**src/rtl/rv32_pkg.sv**
```systemverilog
// Shared RV32 definitions: datapath width, M-extension divide op encodings
// and the divider FSM state type.
package rv32_pkg;

  localparam int XLEN = 32;

  // funct3[1:0] of DIV/DIVU/REM/REMU
  localparam logic [1:0] DIV_OP_DIV  = 2'b00;
  localparam logic [1:0] DIV_OP_DIVU = 2'b01;
  localparam logic [1:0] DIV_OP_REM  = 2'b10;
  localparam logic [1:0] DIV_OP_REMU = 2'b11;

  typedef enum logic [1:0] {
    ST_IDLE = 2'd0,
    ST_CALC = 2'd1,
    ST_FIX  = 2'd2,
    ST_DONE = 2'd3
  } div_state_t;

endpackage

```
**src/rtl/div_step.sv**
```systemverilog
// One radix-2 restoring division iteration. The partial remainder is shifted
// left by one, taking in the quotient MSB, and the divisor is trial-subtracted
// with an explicit ripple-borrow chain. The shifted remainder is XLEN+1 bits,
// so divisors with the top bit set are handled without losing the carried-out bit.
module div_step #(
  parameter int XLEN = 32
) (
  input  logic [XLEN-1:0] rem_in,
  input  logic [XLEN-1:0] q_in,
  input  logic [XLEN-1:0] dvs,
  output logic [XLEN-1:0] rem_out,
  output logic [XLEN-1:0] q_out
);

  logic [XLEN:0]   part;
  logic [XLEN:0]   sub_b;
  logic [XLEN+1:0] borrow;
  logic [XLEN-1:0] diff;
  logic            restore;

  assign part      = {rem_in, q_in[XLEN-1]};
  assign sub_b     = {1'b0, dvs};
  assign borrow[0] = 1'b0;

  // Full-subtractor borrow chain across all XLEN+1 bits
  for (genvar gi = 0; gi <= XLEN; gi++) begin : g_borrow
    assign borrow[gi+1] = (~part[gi] & sub_b[gi]) | (~(part[gi] ^ sub_b[gi]) & borrow[gi]);
  end

  // Difference bits; the top one is always zero when the subtract is kept
  for (genvar gi = 0; gi < XLEN; gi++) begin : g_diff
    assign diff[gi] = part[gi] ^ sub_b[gi] ^ borrow[gi];
  end

  // Final borrow means part < dvs: keep the shifted remainder, quotient bit 0
  assign restore = borrow[XLEN+1];
  assign rem_out = restore ? part[XLEN-1:0] : diff;
  assign q_out   = {q_in[XLEN-2:0], ~restore};

endmodule

```
**src/rtl/div_unit_rv32m.sv**
```systemverilog
// Iterative RV32M divider (DIV/DIVU/REM/REMU). Operands are reduced to
// magnitudes, divided one quotient bit per cycle, then sign-corrected.
// Divide-by-zero and signed overflow bypass the iteration entirely.
module div_unit_rv32m #(
  parameter int XLEN = rv32_pkg::XLEN
) (
  input  logic            clk,
  input  logic            rst_n,
  input  logic            start,
  input  logic [1:0]      op,
  input  logic [XLEN-1:0] dividend,
  input  logic [XLEN-1:0] divisor,
  input  logic            flush,
  output logic            busy,
  output logic            done,
  output logic [XLEN-1:0] result
);

  import rv32_pkg::*;

  localparam int CNT_W = $clog2(XLEN);
  localparam logic [CNT_W-1:0] CNT_LAST = CNT_W'(XLEN - 1);
  localparam logic [XLEN-1:0]  MIN_NEG  = {1'b1, {(XLEN-1){1'b0}}};

  div_state_t      state;
  logic [CNT_W-1:0] cnt;
  logic            sel_rem;
  logic            neg_q;
  logic            neg_r;
  logic [XLEN-1:0] rem;
  logic [XLEN-1:0] quo;
  logic [XLEN-1:0] dvs;

  logic [XLEN-1:0] step_rem;
  logic [XLEN-1:0] step_q;

  logic            is_signed;
  logic            a_neg;
  logic            b_neg;
  logic [XLEN-1:0] abs_a;
  logic [XLEN-1:0] abs_b;
  logic            div_zero;
  logic            overflow;
  logic [XLEN-1:0] q_fix;
  logic [XLEN-1:0] r_fix;

  div_step #(.XLEN(XLEN)) u_step (
    .rem_in  (rem),
    .q_in    (quo),
    .dvs     (dvs),
    .rem_out (step_rem),
    .q_out   (step_q)
  );

  // Operand preconditioning and special-case detection for the issue cycle
  assign is_signed = ~op[0];
  assign a_neg     = is_signed & dividend[XLEN-1];
  assign b_neg     = is_signed & divisor[XLEN-1];
  assign abs_a     = a_neg ? (~dividend + 1'b1) : dividend;
  assign abs_b     = b_neg ? (~divisor + 1'b1) : divisor;
  assign div_zero  = (divisor == '0);
  assign overflow  = is_signed & (dividend == MIN_NEG) & (divisor == '1);

  // Sign correction of the finished magnitudes
  assign q_fix = neg_q ? (~quo + 1'b1) : quo;
  assign r_fix = neg_r ? (~rem + 1'b1) : rem;

  // Divider control FSM with registered busy/done/result
  always_ff @(posedge clk or negedge rst_n) begin
    if (!rst_n) begin
      state   <= ST_IDLE;
      cnt     <= '0;
      sel_rem <= 1'b0;
      neg_q   <= 1'b0;
      neg_r   <= 1'b0;
      rem     <= '0;
      quo     <= '0;
      dvs     <= '0;
      busy    <= 1'b0;
      done    <= 1'b0;
      result  <= '0;
    end else if (flush) begin
      // Abort: result keeps the last completed value
      state <= ST_IDLE;
      busy  <= 1'b0;
      done  <= 1'b0;
    end else begin
      case (state)
        ST_IDLE: begin
          done <= 1'b0;
          if (start) begin
            sel_rem <= op[1];
            neg_q   <= a_neg ^ b_neg;
            neg_r   <= a_neg;
            cnt     <= '0;
            busy    <= 1'b1;
            if (div_zero) begin
              result <= op[1] ? dividend : '1;
              done   <= 1'b1;
              state  <= ST_DONE;
            end else if (overflow) begin
              result <= op[1] ? '0 : MIN_NEG;
              done   <= 1'b1;
              state  <= ST_DONE;
            end else begin
              rem   <= '0;
              quo   <= abs_a;
              dvs   <= abs_b;
              state <= ST_CALC;
            end
          end
        end
        ST_CALC: begin
          rem <= step_rem;
          quo <= step_q;
          cnt <= cnt + 1'b1;
          if (cnt == CNT_LAST) begin
            state <= ST_FIX;
          end
        end
        ST_FIX: begin
          result <= sel_rem ? r_fix : q_fix;
          done   <= 1'b1;
          state  <= ST_DONE;
        end
        ST_DONE: begin
          done  <= 1'b0;
          busy  <= 1'b0;
          state <= ST_IDLE;
        end
        default: begin
          state <= ST_IDLE;
          busy  <= 1'b0;
          done  <= 1'b0;
        end
      endcase
    end
  end

endmodule

```
**config.mk**
```make
export PLATFORM = sky130hd
export DESIGN_NAME = div_unit_rv32m
export DESIGN_NICKNAME = d
export VERILOG_FILES = /design/src/rtl/rv32_pkg.sv /design/src/rtl/div_step.sv /design/src/rtl/div_unit_rv32m.sv
export SDC_FILE = /design/constraint.sdc
export NUM_CORES = 1
export LEC_CHECK = 0
export ABC_CLOCK_PERIOD_IN_PS = 18500
export CAP_MARGIN = 20
export CORE_MARGIN = 2
export CORE_UTILIZATION = 43
export DETAILED_ROUTE_END_ITERATION = 7
export GPL_ROUTABILITY_DRIVEN = 0
export PLACE_DENSITY_LB_ADDON = 0.15
export SLEW_MARGIN = 20
export SYNTH_ARGS = -nofsm -noshare
export SYNTH_HDL_FRONTEND = slang
export SYNTH_HIERARCHICAL = 1
export SYNTH_SLANG_ARGS = --single-unit
export TNS_END_PERCENT = 50
```
**constraint.sdc**
```tcl
create_clock -name clk -period 18.5 [get_ports clk]
set_input_delay 3.7 -clock clk [delete_from_list [all_inputs] [get_ports clk]]
set_output_delay 3.7 -clock clk [all_outputs]
set_load 0.02 [all_outputs]
```
After elaboration in Yosys (flattened, before gate mapping)

Cells that the tools add are included.

$add $sub $neg: 5
Multipliers: 0
Divide/modulo/power cells: 0
$lt $le $gt $ge: 0
Eq/ne operators: 12
Shift-type cells: 0
Mux-type cells: 36
Bitwise logic cells: 236
Reductions and logical operators: 13

Operator list:

| cell                    | number |
|---|---|
| $mux W32                | 17 |
| $pmux W32 S2            | 3 |
| $add A32 B1 Y32 const B | 4 |
| $not A32 Y32            | 4 |
| $not A1 Y1              | 69 |
| $and A1 B1 Y1           | 68 |
| $eq A32 B32 Y1 const B  | 2 |
| $xor A1 B1 Y1           | 64 |
| $logic_not A32 Y1       | 1 |
| $or A1 B1 Y1            | 31 |
| $mux W2                 | 5 |
| $pmux W5 S2             | 1 |
| $reduce_and A5 Y1       | 2 |
| $ne A3 B3 Y1 const B    | 3 |
| $pmux W2 S4             | 1 |
| $mux W1                 | 6 |
| $ne A2 B2 Y1 const B    | 3 |
| $reduce_and A3 Y1       | 2 |
| $add A5 B1 Y5 const B   | 1 |
| $eq A5 B5 Y1 const B    | 1 |
| $mux W5                 | 1 |
| $eq A2 B2 Y1 const B    | 2 |
| $reduce_and A2 Y1       | 2 |
| $reduce_and A4 Y1       | 1 |
| 7 further kinds         | 8 |

Register bits: 140
Latch bits: 0
RAM bits: 0
ROM bits: 0
Output and inout port bits: 34
Word-level logic and storage cells: 313
Memories kept: 0

Depth between registers and ports, before layout

Depth in word-level cells: 67
Depth in mapped cells: 39
Depth with buffers taken out: 37

Modules after synthesis

The synthesis kept the hierarchy.

Modules (own cells, without submodules):

| module         | instances | cells each | area an instance (µm²) | seq. area each (µm²) |
|---|---|---|---|---|
| div_unit_rv32m | 1         | 1118       | 9798.1                 | 3503.4 |
| div_step       | 1         | 132        | 1391.3                 | 0.0 |

Worst setup path after synthesis

No wires, ideal clock.

Kind: reg-to-reg
Start point: register quo[31]
End point: register rem[2]
Library setup time: 79 ps
Arrival: 13078 ps
Data required time: 18421 ps
Slack: 5343 ps
Cell stages (with the launch flop): 40
Period minus slack after synthesis: 13157 ps
Path through: dfrtp_1 -> inv_1 -> ha_1 -> fa_1 -> fa_1 -> fa_1 -> fa_1 -> fa_1 -> fa_1 -> fa_1 -> fa_1 -> fa_1 -> fa_1 -> fa_1 -> fa_1 -> fa_1 -> fa_1 -> fa_1 -> [4 not listed] -> fa_1 -> fa_1 -> fa_1 -> fa_1 -> fa_1 -> fa_1 -> fa_1 -> fa_1 -> fa_1 -> fa_1 -> fa_1 -> fa_1 -> nand2b_4 -> buf_6 -> buf_12 -> mux2i_1 -> nand2_1 -> mux2i_1

Longest elaborated chain between the ends: 67
Elaborated cells on any way between the ends: 68
Classes of those cells: mux (2); bitwise (66)

RTL lines:

| what                            | line                  | source |
|---|---|---|
| start, declared                 | div_unit_rv32m.sv:31  | `logic [XLEN-1:0] quo;` |
| start signal, assigned          | div_unit_rv32m.sv:107 | `quo <= abs_a;` |
| start signal, assigned          | div_unit_rv32m.sv:115 | `quo <= step_q;` |
| $not A1 Y1 (*)                  | div_step.sv:27        | `assign borrow[gi+1] = (~part[gi] & sub_b[gi]) \| (~(part[gi] ^ sub_b[gi]) & borrow[gi]);` |
| $and A1 B1 Y1 (*) (2 in series) | div_step.sv:27        |  |
| $or A1 B1 Y1 (*)                | div_step.sv:27        |  |
| $and A1 B1 Y1                   | div_step.sv:27        |  |
| $or A1 B1 Y1                    | div_step.sv:27        |  |
| $and A1 B1 Y1                   | div_step.sv:27        |  |
| $or A1 B1 Y1                    | div_step.sv:27        |  |
| $and A1 B1 Y1                   | div_step.sv:27        |  |
| [51 not listed]                 | n/a                   |  |
| $and A1 B1 Y1                   | div_step.sv:27        |  |
| $or A1 B1 Y1                    | div_step.sv:27        |  |
| $and A1 B1 Y1                   | div_step.sv:27        |  |
| $or A1 B1 Y1                    | div_step.sv:27        |  |
| $and A1 B1 Y1                   | div_step.sv:27        |  |
| $mux W32 (*)                    | div_step.sv:37        | `assign rem_out = restore ? part[XLEN-1:0] : diff;` |
| named net step_rem[2]           | div_unit_rv32m.sv:34  | `logic [XLEN-1:0] step_rem;` |
| $pmux W32 S2 (*)                | div_unit_rv32m.sv:88  | `case (state)` |
| end signal, assigned            | div_unit_rv32m.sv:114 | `rem <= step_rem;` |
| end, declared                   | div_unit_rv32m.sv:30  | `logic [XLEN-1:0] rem;` |

The timed path passes the listed nets; every way through them passes the cells marked *.
A chain may end at the register's enable or synchronous reset.

Final worst setup path

Start point: register quo[31]
End point: register rem[1]

Longest elaborated chain between the ends: 67
Elaborated cells on any way between the ends: 68
Classes of those cells: mux (2); bitwise (66)

RTL lines:

| what                  | line |
|---|---|
| $not A1 Y1 (*)        | div_step.sv:27 |
| $and A1 B1 Y1 (*)     | div_step.sv:27 |
| $and A1 B1 Y1         | div_step.sv:27 |
| $or A1 B1 Y1          | div_step.sv:27 |
| $and A1 B1 Y1         | div_step.sv:27 |
| $or A1 B1 Y1          | div_step.sv:27 |
| $and A1 B1 Y1         | div_step.sv:27 |
| $or A1 B1 Y1          | div_step.sv:27 |
| [52 not listed]       | n/a |
| $and A1 B1 Y1         | div_step.sv:27 |
| $or A1 B1 Y1          | div_step.sv:27 |
| $and A1 B1 Y1         | div_step.sv:27 |
| $or A1 B1 Y1          | div_step.sv:27 |
| $and A1 B1 Y1         | div_step.sv:27 |
| $mux W32 (*)          | div_step.sv:37 |
| named net step_rem[1] | div_unit_rv32m.sv:34 |
| $pmux W32 S2 (*)      | div_unit_rv32m.sv:88 |

Marks and branches as above.

==> qor.csv <==
stage,metric,value,unit
layout,layout cells sized above 1,9.745,%
logic_synthesis,Synth Area in XOR/XNOR,8.297,%
clocking,Post-CTS Resized,0,
logic_synthesis,Syn Inst Count,1250,
power,power share of the clock group,17.8,%
power,power share of the combinational group,54.7,%
die,row cnt,59,
clocking,Longest Clk Path Bufs,2,
critical_path,worst path buffer plus inverter count,1,
die,core area,0.02584,sq mm
clocking,Clock Sinks,140,
logic_synthesis,most frequent cell after synthesis,dfrtp_1,
run_status,result of the run,finished clean,
place,hpwl dp,22480,um
logic_synthesis,simple-gate share of the synthesized area,17.42,%
drt,DRT met1 WL,14920,um
clocking,H-tree levels,4,
layout,final cell count without fillers,1628,
critical_path,reg2reg start,quo[31]$_DFFE_PN0P_,
logic_synthesis,Compound-Gate Fraction of Synth Area,15.91,%
logic_synthesis,"top cells by area, synth","dfrtp_1, mux2i_1, fa_1, xnor2_1, mux2_2",
place,Placed Cells incl. Taps,1596,
critical_path,crit path max-delay cell type,nand2b_4,
global_routing,global route overflow,0,
power,switching share of power,45.37,%
layout,Layout area overhead,14.73,%
clocking,CTS tree,yes,
critical_path,"Top cell by count, worst path",fa_1,
worst_hold_path,hold path startpoint,dvs[0]$_DFFE_PN0P_,
power,PwrDens,173.1,mW/mm^2
sta,Final TNS setup,0,ns
critical_path,Crit path required time,18.85,ns
sta,Max Fclk,71.27,MHz
logic_synthesis,number of flops mapped to enable cells by yosys,0,
critical_path,startpoint types,flop,
worst_hold_path,class of the worst hold path,reg -> reg,
logic_synthesis,post-synthesis adder-cell area fraction,6.888,%
power,Net Switching,0.001008,W
power,sequential power share,27.5,%
power,Leak,4.887,nW
clocking,Post-CTS Setup Repair Bufs,0,
logic_synthesis,Syn Nets,1363,
logic_synthesis,synthesized cell area,0.01119,sq mm
sta,RSZ-0062 raised after global routing,no,
power,total power,0.002222,W
run,max_cap viols,0,
logic_synthesis,share of the yosys chip area belonging to registers,31.31,%
critical_path,"setup slack, reg-to-reg",4.47,ns
global_routing,first-pass GRT wire length,49620,um
logic_synthesis,largest family of logic cells by synthesized area,simple AND/OR/NAND/NOR gates,
sta,Post-Route Skew,0.01172,ns
critical_path,crit-path max cell delay,0.48,ns
sta,endpoints failing setup,0,
drt,top layer in use,met4,
die,Initial Utilization,43.31,%
layout,Ant. Diodes,0,
clocking,clock root buffer,clkbuf_16,
logic_synthesis,commonest cells in the netlist,"dfrtp_1, nand2_1, o21ai_0, inv_1, mux2i_1",
global_routing,initial antenna violation count,0,
layout,nets,1393,
clocking,CTS Buf Count,17,
sta,WHS,0.4932,ns
drt,initial DRC count,663,
power,internal power,0.001214,W
global_routing,largest net degree at the start of global routing,74,
critical_path,critical path class,reg -> reg,
drt,DRC viols,0,
critical_path,crit end category,flop,
logic_synthesis,Syn Area/Cell,8.952,sq um
logic_synthesis,"area leader, netlist",dfrtp_1,
critical_path,Worst Path Arrival,14.38,ns
clocking,CTS Hold Bufs,0,
global_routing,vias in the first global route,8943,
drt,Routed WL,31080,um
power,peak supply drop,0.09551,mV
die,DIE WIDTH,165.3,um
logic_synthesis,Syn. warnings,6,
drt,DR vias,9364,
logic_synthesis,post-synth top area share,31.31,%
critical_path,Crit path max-delay family,adder cells,
place,Buffers on Ports,103,
logic_synthesis,mux contribution to synthesized area,11.79,%
die,die height,165.3,um
sta,final worst path period need,14.03,ns
sta,Final Hold Violating Endpoints,0,
sta,relative slew slack,27.83,%
sta,fin. max-slew vios,0,
clocking,later-pin clock latency in the skew report,0.43,ns
drt,met3 WL post-DR,1664,um
drt,Wirelength per Cell,19.09,um
drt,WL met2,13930,um
drt,Pre-antenna DRT Iters,5,
sta,worst-margin pin slew,1.073,ns
logic_synthesis,Synth Flop Type,dfrtp_1,
logic_synthesis,Yosys reg bits,140,
drt,DR vias/cell,5.752,
die,DIE AREA,0.02733,sq mm
global_routing,GRT Total Usage,23.31,%
logic_synthesis,async set-reset flop share out of synthesis,100.0,%
critical_path,Critical Path Fanout Max,33,
clocking,clock-pin slew on the worst setup and hold paths,0.06,ns
die,I/O pins,104,
drt,residual antenna-violating net count after detailed routing,0,
critical_path,Worst Setup SP,quo[31]$_DFFE_PN0P_,
logic_synthesis,Yosys cell types,70,
sta,final cycle utilization of the critical path,75.84,%
## cell usage in the layout (no fill, tap or decap), types with 19 or more instances in the layout
cell	synthesis	routed
mux2i_1	80	80
mux2_2	46	46
nor2_1	46	46
inv_1	89	89
nor4_1	19	19
nand2_1	136	136
xor2_1	43	43
fa_1	31	31
clkdlybuf4s50_1	0	102
xnor2_1	63	63
o21ai_0	98	98
nor3_1	33	33
a21oi_1	22	22
o31ai_1	36	35
or4_1	23	23
nor2b_1	22	22
o41ai_1	20	20
dfrtp_1	140	140
## state kept, by name, indices dropped and copies added (netlist names), 2 cells and up
signal,flops
cnt,5
dvs,32
quo,32
rem,32
result,32
state,2
## power groups by stage
stage | combinational (W) | clock (W) | sequential [W]
after global routing | 0.00135 | 0.000412 | 0.000635
final | 0.00122 | 0.000396 | 0.000610
after detailed placement | 0.00120 | 0 | 0.000613
after global placement | 0.00119 | 0 | 0.000608
after CTS | 0.00121 | 0.000402 | 0.000609
after floorplan | 0.00101 | 0 | 0.000558
## tightest hold or removal path: cells and delay by family, from the launching register on
family | cells | cell delay, ns
AOI/OAI and AO/OA | 1 | 0.06
DFF | 1 | 0.35
and+or+nand+nor | 1 | 0.05
## final timing paths
| path | to | cells past startpoint |
|---|---|---|
| setup / recovery | rem[1]$_DFFE_PN0P_ | 37 |
| max in group asynchronous | rem[22]$_DFFE_PN0P_ | 2 |
| setup reg to reg | rem[1]$_DFFE_PN0P_ | 37 |
| hold reg to reg | dvs[0]$_DFFE_PN0P_ | 2 |
| hold / removal | dvs[0]$_DFFE_PN0P_ | 2 |
| min in group asynchronous | result[6]$_DFFE_PN0P_ | 1 |
## area by class of cell
class / instances / area [sq um]
clock buffer: 23 / 498.0
clock inverter: 9 / 181.4
fill: 2487 / 13000
inverter: 91 / 341.6
multi-input combinational: 914 / 6764
sequential: 140 / 3503
tap: 335 / 419.2
timing repair buffer: 116 / 1130
## metal layers
metal	vias to the layer above	track usage [%]
li1	4485	-
met1	4543	34.02
met2	294	36.14
met3	42	3.097
met4	0	6.779
met5	-	0
## per-stage QoR
| stage | area (sq um) | utilization, % | setup WS [ns] |
|---|---|---|---|
| final | 12840 | 49.69 | 4.469 |
| after floorplan | 11190 | - | 5.343 |
| after detailed placement | 12160 | 47.06 | 4.551 |
| after global routing | 12840 | 49.69 | 3.905 |
| after global placement | 12160 | 47.06 | 4.715 |
| after CTS | 12840 | 49.69 | 4.491 |
## cell families (layout without fill, tap and decap cells)
| group | count (synthesis) | in the layout |
|---|---|---|
| AND/OR/NAND/NOR | 377 | 377 |
| adder cells (fa/ha/maj) | 43 | 43 |
| buffers and inverters | 196 | 239 |
| flip-flops | 140 | 140 |
| multiplexers | 126 | 126 |
| AO/OA/AOI/OAI | 262 | 262 |
| XOR/XNOR | 106 | 106 |
No activity file was read; power rests on OpenSTA's default activity.
